===== src/rtl/press_key_overlay.sv =====
// Blinking "press key" text overlay on an RGB565 pixel stream; 2-cycle pixel latency, no backpressure.
// Prompt blinks per frame while shown and is dismissed by a key press, acknowledged with a one-cycle key_ack.
module press_key_overlay #(
  parameter int          H_ORIGIN     = 112,
  parameter int          V_ORIGIN     = 300,
  parameter int          SCALE_SHIFT  = 1,
  parameter int          TEXT_W       = 208,
  parameter int          TEXT_H       = 16,
  parameter int          BLINK_FRAMES = 30,
  parameter logic [15:0] FG_COLOR     = 16'hFFFF
) (
  input  logic        vga_clk,
  input  logic        sys_rst_n,
  input  logic [9:0]  pix_x,
  input  logic [9:0]  pix_y,
  input  logic        pix_valid,
  input  logic        frame_start,
  input  logic [15:0] bg_data,
  input  logic        enable,
  input  logic        key_pulse,
  output logic [7:0]  letter_x,
  output logic [7:0]  letter_y,
  input  logic        letter_bit,
  output logic [15:0] pix_data,
  output logic        pix_data_valid,
  output logic        key_ack
);

  localparam int WIN_W = TEXT_W << SCALE_SHIFT;
  localparam int WIN_H = TEXT_H << SCALE_SHIFT;
  localparam int CNT_W = (BLINK_FRAMES > 1) ? $clog2(BLINK_FRAMES) : 1;

  typedef enum logic [1:0] {
    IDLE = 2'd0,
    SHOW = 2'd1,
    ACK  = 2'd2
  } state_t;

  state_t           state;
  state_t           state_nxt;
  logic [CNT_W-1:0] blink_cnt;
  logic             blink_on;
  logic             visible;
  logic             enter_show;
  logic             in_show;
  logic             ack_set;

  // Stage 0: window test and bitmap coordinates
  logic [10:0] dx;
  logic [10:0] dy;
  logic        in_win;
  logic [7:0]  col;
  logic [7:0]  row;

  always_comb begin
    dx     = {1'b0, pix_x} - 11'(H_ORIGIN);
    dy     = {1'b0, pix_y} - 11'(V_ORIGIN);
    in_win = ({1'b0, pix_x} >= 11'(H_ORIGIN)) && (dx < 11'(WIN_W)) &&
             ({1'b0, pix_y} >= 11'(V_ORIGIN)) && (dy < 11'(WIN_H));
    col    = 8'(TEXT_W - 1) - 8'(dx >> SCALE_SHIFT);
    row    = 8'(dy >> SCALE_SHIFT);
  end

  logic        in_win_d1;
  logic [15:0] bg_d1;
  logic        valid_d1;

  always_ff @(posedge vga_clk or negedge sys_rst_n) begin
    if (!sys_rst_n) begin
      letter_x       <= 8'd0;
      letter_y       <= 8'd0;
      in_win_d1      <= 1'b0;
      bg_d1          <= 16'h0000;
      valid_d1       <= 1'b0;
      pix_data       <= 16'h0000;
      pix_data_valid <= 1'b0;
    end else begin
      if (in_win && pix_valid) begin
        letter_x <= col;
        letter_y <= row;
      end else begin
        letter_x <= 8'd0;
        letter_y <= 8'd0;
      end
      in_win_d1      <= in_win & pix_valid;
      bg_d1          <= bg_data;
      valid_d1       <= pix_valid;
      // letter_bit answers the letter_x/letter_y registered on the previous edge
      pix_data       <= (in_win_d1 && visible && letter_bit) ? FG_COLOR : bg_d1;
      pix_data_valid <= valid_d1;
    end
  end

  always_ff @(posedge vga_clk or negedge sys_rst_n) begin
    if (!sys_rst_n) state <= IDLE;
    else            state <= state_nxt;
  end

  always_comb begin
    state_nxt = state;
    case (state)
      IDLE: if (enable) state_nxt = SHOW;
      SHOW: begin
        if (key_pulse)    state_nxt = ACK;
        else if (!enable) state_nxt = IDLE;
      end
      ACK:  if (!enable) state_nxt = IDLE;
      default: state_nxt = IDLE;
    endcase
  end

  always_comb begin
    enter_show = (state == IDLE) && enable;
    in_show    = (state == SHOW);
    ack_set    = (state == SHOW) && key_pulse;
  end

  // Visibility latches only at frame boundaries so a frame never tears
  always_ff @(posedge vga_clk or negedge sys_rst_n) begin
    if (!sys_rst_n) begin
      blink_cnt <= '0;
      blink_on  <= 1'b1;
      visible   <= 1'b0;
      key_ack   <= 1'b0;
    end else begin
      if (enter_show) begin
        blink_cnt <= '0;
        blink_on  <= 1'b1;
      end else if (in_show && frame_start) begin
        if (blink_cnt == CNT_W'(BLINK_FRAMES - 1)) begin
          blink_cnt <= '0;
          blink_on  <= ~blink_on;
        end else begin
          blink_cnt <= blink_cnt + CNT_W'(1);
        end
      end
      if (frame_start) visible <= in_show & blink_on & ~key_pulse;
      key_ack <= ack_set;
    end
  end

endmodule


===== config.mk =====
export PLATFORM = sky130hd
export DESIGN_NAME = press_key_overlay
export DESIGN_NICKNAME = d
export VERILOG_FILES = /design/src/rtl/press_key_overlay.sv
export SDC_FILE = /design/constraint.sdc
export NUM_CORES = 1
export LEC_CHECK = 0
export ABC_AREA = 1
export CORE_AREA = 2 2 139 73
export CTS_BUF_LIST = sky130_fd_sc_hd__clkbuf_16
export CTS_CLUSTER_DIAMETER = 200
export CTS_CLUSTER_SIZE = 20
export DETAILED_ROUTE_END_ITERATION = 8
export DIE_AREA = 0 0 141 75
export PLACE_DENSITY = 0.5
export SYNTH_ARGS = -nofsm -noshare
export SYNTH_HDL_FRONTEND = slang
export SYNTH_SLANG_ARGS = --single-unit
export TNS_END_PERCENT = 1

===== constraint.sdc =====
create_clock -name vga_clk -period 1.14 [get_ports vga_clk]
set_input_delay 0.114 -clock vga_clk [delete_from_list [all_inputs] [get_ports vga_clk]]
set_output_delay 0.114 -clock vga_clk [all_outputs]
set_load 0.1 [all_outputs]

; ---- Word level (Yosys, flattened, before mapping)
; Cells that the tools add are included.
[totals]
register_bits = 61
latch_bits = 0
mem_bits_rw = 0
rom_bits = 0
in_bits = 43
out_inout_bits = 34
word_cells = 55
mem_count = 0
[classes]
add_sub_neg = 4
n_mul = 0
n_div = 0
order_cmp = 4
n_eq_ne = 4
shifts = 0
n_mux = 13
n_bitwise = 5
n_reduce_logical = 13
[op_table]
columns = cell, count
row1 = 16-bit two-way mux, 1
row2 = 8-bit two-way mux, 2
row3 = 5-bit two-way mux, 3
row4 = 11-bit by 6-bit less-than comparator with 1-bit output (second input constant), 1
row5 = 11-bit by 9-bit less-than comparator with 1-bit output (second input constant), 1
row6 = 10-bit by 7-bit subtractor with 11-bit output (second input constant), 1
row7 = 10-bit by 9-bit subtractor with 11-bit output (second input constant), 1
row8 = 10-bit by 7-bit greater-or-equal comparator with 1-bit output (second input constant), 1
row9 = 10-bit by 9-bit greater-or-equal comparator with 1-bit output (second input constant), 1
row10 = 1-bit logical AND, 9
row11 = 8-bit subtractor (first input constant), 1
row12 = 2-bit two-way mux, 3
row13 = 2-bit one-hot mux with 3 select lines, 1
row14 = 5-bit by 1-bit adder with 5-bit output (second input constant), 1
row15 = 5-bit equality test (second input constant), 1
row16 = 2-bit nonzero test, 2
row17 = 1-bit AND, 3
row18 = 1-bit two-way mux, 3
row19 = 2-bit by 1-bit equality test with 1-bit output (second input constant), 1
row20 = 2-bit equality test (second input constant), 1
row21 = 2-bit zero test, 1
row22 = 2-bit inequality test (second input constant), 1
row23 = 1-bit NOT, 2
row24 = 2-bit AND reduction, 1

; ---- Logic depth before layout (Yosys ltp)
[logic_depth]
ltp_word = 7
mapped_depth = 11
depth_no_buf = 10

; ---- Least setup slack after synthesis
; Ideal clock, no wire load.
[synth_path]
path_type = input to register
start = input pix_x[4]
end = register in_win_d1
setup_time_ps = 118
t_arrival_ps = 1209
t_required_ps = 1022
path_slack_ps = -187
path_stages = 9
n_path_buf = 1
path_cell_list = ha_1 > xnor2_1 > ha_1 > nand3b_1 > nand2_1 > nor2_1 > nand2_2 > buf_6 > inv_1
[synth_via]
elab_chain_len = 6
word_cells_on_any_way = 7
classes_between = 1 x add/sub / 2 x order compare / 1 x bitwise / 3 x reduce/logical
[synth_lines]
columns = element, line_no
row1 = from (decl), 14  ; input logic [9:0] pix_x,
row2 = 10-bit by 7-bit subtractor with 11-bit output, 56  ; dx = {1'b0, pix_x} - 11'(H_ORIGIN);
row3 = 11-bit by 9-bit less-than comparator with 1-bit output, 58  ; in_win = ({1'b0, pix_x} >= 11'(H_ORIGIN)) && (dx < 11'(WIN_W)) &&
row4 = 1-bit logical AND * (2 in series), 58
row5 = 1-bit logical AND *, 59  ; ({1'b0, pix_y} >= 11'(V_ORIGIN)) && (dy < 11'(WIN_H));
row6 = 1-bit AND *, 85  ; in_win_d1 <= in_win & pix_valid;
row7 = to (signal assigned), 85
row8 = to (decl), 64  ; logic in_win_d1;
; Mark *: on every way between the ends. The rest lies on a longest branch, timed or not.
; A chain may end at the register's enable or synchronous reset.

; ---- Final worst setup path
[layout_path]
start = register blink_cnt[1]
end = register blink_cnt[2]
[layout_via]
elab_chain_len = 4
word_cells_on_any_way = 5
classes_between = 1 x add/sub / 1 x eq/ne / 3 x mux
[layout_lines]
columns = element, line_no
row1 = from (decl), 41  ; logic [CNT_W-1:0] blink_cnt;
row2 = from (signal assigned), 134  ; blink_cnt <= blink_cnt + CNT_W'(1);
row3 = 5-bit by 1-bit adder with 5-bit output or 5-bit equality test (tied branches), "134, 130"
row4 = 5-bit two-way mux *, 130  ; if (blink_cnt == CNT_W'(BLINK_FRAMES - 1)) begin
row5 = 5-bit two-way mux *, 129  ; end else if (in_show && frame_start) begin
row6 = 5-bit two-way mux *, 126  ; if (enter_show) begin
; Mark *: on every way between the ends. The rest lies on a longest branch, timed or not. The select of a mux whose other input is x is not followed.

==> impl_table.tex <==
\begin{tabular}{lr}
\hline
Metric & Value \\
\hline
\multicolumn{2}{l}{\textbf{Timing}} \\
Largest clock skew in the final design & 0.00560 ns \\
Clock period minus worst slack & 1.17 ns \\
Total Negative Setup Slacks & -0.0287 ns \\
RSZ-0062 raised after global routing & true \\
Number of failing hold endpoints at the final stage & 0 \\
Setup Viol. Count Final & 1 \\
Number of pins exceeding their max-slew limit in the final report & 0 \\
Fraction of the cycle the final worst path needs & 1.03 \\
Worst setup margin & -0.0287 ns \\
FMAX & 0.856 GHz \\
\multicolumn{2}{l}{\textbf{Clock network}} \\
Later-pin clock latency in the skew report & 0.32 ns \\
Number of buffers between clock root and the deepest sink & 2 \\
Number of sinks driven by the clock tree & 61 \\
CTS tree & built \\
CTS H-Tree Depth & 3 \\
Clock Pin Slew Worst Setup and Hold Paths & 0.05 ns \\
Number of buffers created by CTS & 9 \\
Root Driver & clkbuf\_16 \\
\multicolumn{2}{l}{\textbf{Hold path}} \\
Hold path start & pix\_y[2] \\
Path class of the lowest-slack min-delay path & input port to flip-flop \\
\multicolumn{2}{l}{\textbf{Global routing}} \\
Number of global-route vias before repair & 1904 \\
Combined global-route utilization of all metal layers & 0.110 \\
Maximum number of pins on one net before global-route repair & 29 \\
Global route total overflow & 0 \\
Wire length of the first global-routing pass & 8740 microns \\
Antenna violations before repair & 0 \\
\multicolumn{2}{l}{\textbf{Finish}} \\
Highest-count cells in the layout ignoring fill and taps & dfrtp\_1, nand2\_1, buf\_12 \\
Sequential cell area & 0.00153 sq mm \\
Number of antenna repair diodes & 0 \\
Ratio of cells with drive above 1 in the final layout & 0.387 \\
Layout Area Growth over Synthesis & 84.5\% \\
Most frequent standard cell in the layout excluding fill and tap cells & dfrtp\_1 \\
Final design utilization & 0.454 \\
Number of standard cells in the layout, taps in and fillers out & 457 \\
Area taken by multi-input logic gates & 786 sq um \\
Final-stage net count & 379 \\
Number of fillers in the final layout & 831 \\
\multicolumn{2}{l}{\textbf{Placement}} \\
Count of placed standard cells including taps & 433 \\
Routability congestion estimate from global placement & 0.772 \\
Worst slack at placement & -0.653 ns \\
Detail Placement HPWL & 4060 microns \\
Input/output buffers & 74 \\
\multicolumn{2}{l}{\textbf{Power}} \\
Internal power & 4490 uW \\
Leakage power total & 0.00206 uW \\
Part of the power in combinational logic & 0.199 \\
Peak supply drop & 0.650 mV \\
Net Sw Power & 1650 uW \\
Relative contribution of sequential cells to total power & 0.388 \\
Overall power of the completed layout & 6140 uW \\
PD cells & 1460 mW/mm\^{}2 \\
Fraction of power spent switching nets & 0.268 \\
Clock Power Share & 0.413 \\
\multicolumn{2}{l}{\textbf{Setup path}} \\
Launching point of the worst reg2reg path & blink\_cnt[1]\$\_DFFE\_PN0P\_ \\
Cell with the largest stage delay on the worst path & dfrtp\_1 \\
CP max stage delay & 0.39 ns \\
Startpoint Class & flip-flop \\
Critical path required time & 1.34 ns \\
Endpoint type of the worst setup path & flip-flop \\
CP Max Fanout & 3 \\
Arrival time of the worst setup path & 1.37 ns \\
Series of cell instances along the critical path & buf\_4, ha\_1, nand2\_4, xor2\_1, nor2\_1 \\
Start point of the critical path & blink\_cnt[1]\$\_DFFE\_PN0P\_ \\
Category of the most critical setup path & flip-flop to flip-flop \\
\multicolumn{2}{l}{\textbf{Synthesis}} \\
Post-synthesis cell type count & 24 \\
Total of warnings raised by yosys & 0 \\
Synthesized area & 0.00229 sq mm \\
Avg Cell Area, Syn & 10.7 sq um \\
Flip-flop and latch count after synthesis & 61 \\
Number of standard cells after synthesis & 214 \\
Sequential fraction of the synthesis area & 0.668 \\
\multicolumn{2}{l}{\textbf{Die}} \\
Std cell rows & 25 \\
Top-level I/O count & 77 \\
Die area & 0.0106 sq mm \\
Die boundary width & 141 microns \\
Die Y & 75 microns \\
Standard cell core area & 0.00929 sq mm \\
Starting density of the core & 0.246 \\
\multicolumn{2}{l}{\textbf{Route}} \\
Vias & 1777 \\
Total wire length & 5360 microns \\
Wirelength per Cell & 11.7 microns \\
Initial DRC Count & 38 \\
Vias per inst & 3.89 \\
Residual DRC & 0 \\
Post-DRT Antenna Nets & 0 \\
Number of detailed-routing iterations run before antenna repair & 4 \\
\multicolumn{2}{l}{\textbf{Run}} \\
Max-cap viol count & 0 \\
\multicolumn{2}{l}{\textbf{Outcome}} \\
Result of the run & finished with violations \\
Violations in the final reports & negative setup slack \\
\hline
\end{tabular}
## flip-flops by register name, summed over array words and instances, names as in the netlist
| signal | count |
|---|---|
| letter_y | 8 |
| pix_data_valid | 1 |
| pix_data | 16 |
| blink_on | 1 |
| valid_d1 | 1 |
| key_ack | 1 |
| state | 2 |
| letter_x | 8 |
| visible | 1 |
| bg_d1 | 16 |
| in_win_d1 | 1 |
| blink_cnt | 5 |
## critical path, delay by kind of cell (launching register included)
family        cells  cell delay (ns)
fa+ha+maj         1             0.20
simple gates      2             0.16
flops             1             0.39
xor+xnor          1             0.15
buf+inv           1             0.15
## cells in the mapped netlist
| library cell | n | share of area |
|---|---|---|
| xor2_1 | 4 | 0.015 |
| nand3b_1 | 3 | 0.0099 |
| nand2_2 | 2 | 0.0055 |
| inv_1 | 34 | 0.056 |
| o21ai_0 | 5 | 0.011 |
| dfrtp_1 | 60 | 0.66 |
| conb_1 | 1 | 0.0016 |
| nand3_1 | 10 | 0.022 |
| nor2_2 | 8 | 0.022 |
| nand2_1 | 45 | 0.074 |
| nor3_1 | 1 | 0.0022 |
| nor2_4 | 1 | 0.0049 |
| nor2_1 | 19 | 0.031 |
| buf_6 | 1 | 0.0049 |
| and3_1 | 1 | 0.0027 |
| dfstp_2 | 1 | 0.011 |
| xnor2_1 | 3 | 0.011 |
| o22ai_1 | 2 | 0.0055 |
| nand4_1 | 4 | 0.011 |
| o32ai_1 | 1 | 0.0038 |
| nand3_2 | 1 | 0.0044 |
| clkbuf_1 | 1 | 0.0016 |
| ha_1 | 5 | 0.027 |
| a31o_2 | 1 | 0.0038 |
## what timing repair did
item	in CTS	in global routing
endpoints found under the setup margin	19	18
gates resized for setup	42	27
pin swaps	11	12
endpoints found under the hold margin	12	0
hold buffers	1	0
cloned	1	0
buffers inserted	3	3
## metrics by stage
| stage | hold slack, ns | area (sq um) |
|---|---|---|
| 2_1_floorplan | -0.182 | 2340 |
| 5_1_grt | 0.0847 | 4220 |
| 3_3_place_gp | 0.0655 | 3760 |
| 6_report | 0.0820 | 4220 |
| 3_5_place_dp | 0.0743 | 3760 |
| 4_1_cts | 0.187 | 4150 |
## final timing paths
path | endpoint | slack (ns) | depth (start not counted)
setup reg to reg | blink_cnt[2]$_DFFE_PN0P_ | -0.03 | 5
hold / removal | letter_y[1]$_DFF_PN0_ | 0.08 | 3
max in group asynchronous | bg_d1[12]$_DFF_PN0_ | 0.40 | 3
hold reg to reg | pix_data_valid$_DFF_PN0_ | 0.35 | 0
setup / recovery | blink_cnt[2]$_DFFE_PN0P_ | -0.03 | 5
min in group asynchronous | visible$_DFFE_PN0P_ | 0.26 | 2
## cells by family after synthesis
family                   Yosys count  share of synthesized area
XOR/XNOR                           7                     0.0268
adder cells (fa/ha/maj)            5                     0.0274
other                              1                    0.00164
flip-flops                        61                      0.668
AND/OR/NAND/NOR                   95                      0.189
buffers and inverters             36                     0.0624
AO/OA/AOI/OAI                      9                     0.0241
## metal layers
| layer | global-route usage | share of wire | up-vias |
|---|---|---|---|
| met2 | 0.212 | 0.57 | 30 |
| met4 | 0.0578 | 0.018 | 0 |
| met1 | 0.114 | 0.38 | 852 |
| met3 | 0.0274 | 0.032 | 11 |
| met5 | 0 | 0 | - |
| li1 | - | - | 884 |
## power by group through the flow
stage                     Clock (uW)  Combinational (uW)  Sequential (uW)
final                           2540                1220             2380
after global routing            2710                1310             2400
after CTS                       2610                1190             2380
after detailed placement           0                1130             2410
after global placement             0                1110             2400
after floorplan                    0                 242             2700
## cell type report
cell class | instances | share of cell area
Sequential cell | 61 | 0.362
Timing Repair Buffer | 105 | 0.318
Multi-Input combinational cell | 120 | 0.186
Clock buffer | 9 | 0.0534
Tap cell | 121 | 0.0359
Inverter | 34 | 0.0303
Clock inverter | 7 | 0.0136
Power figures use the tool's default switching activity.
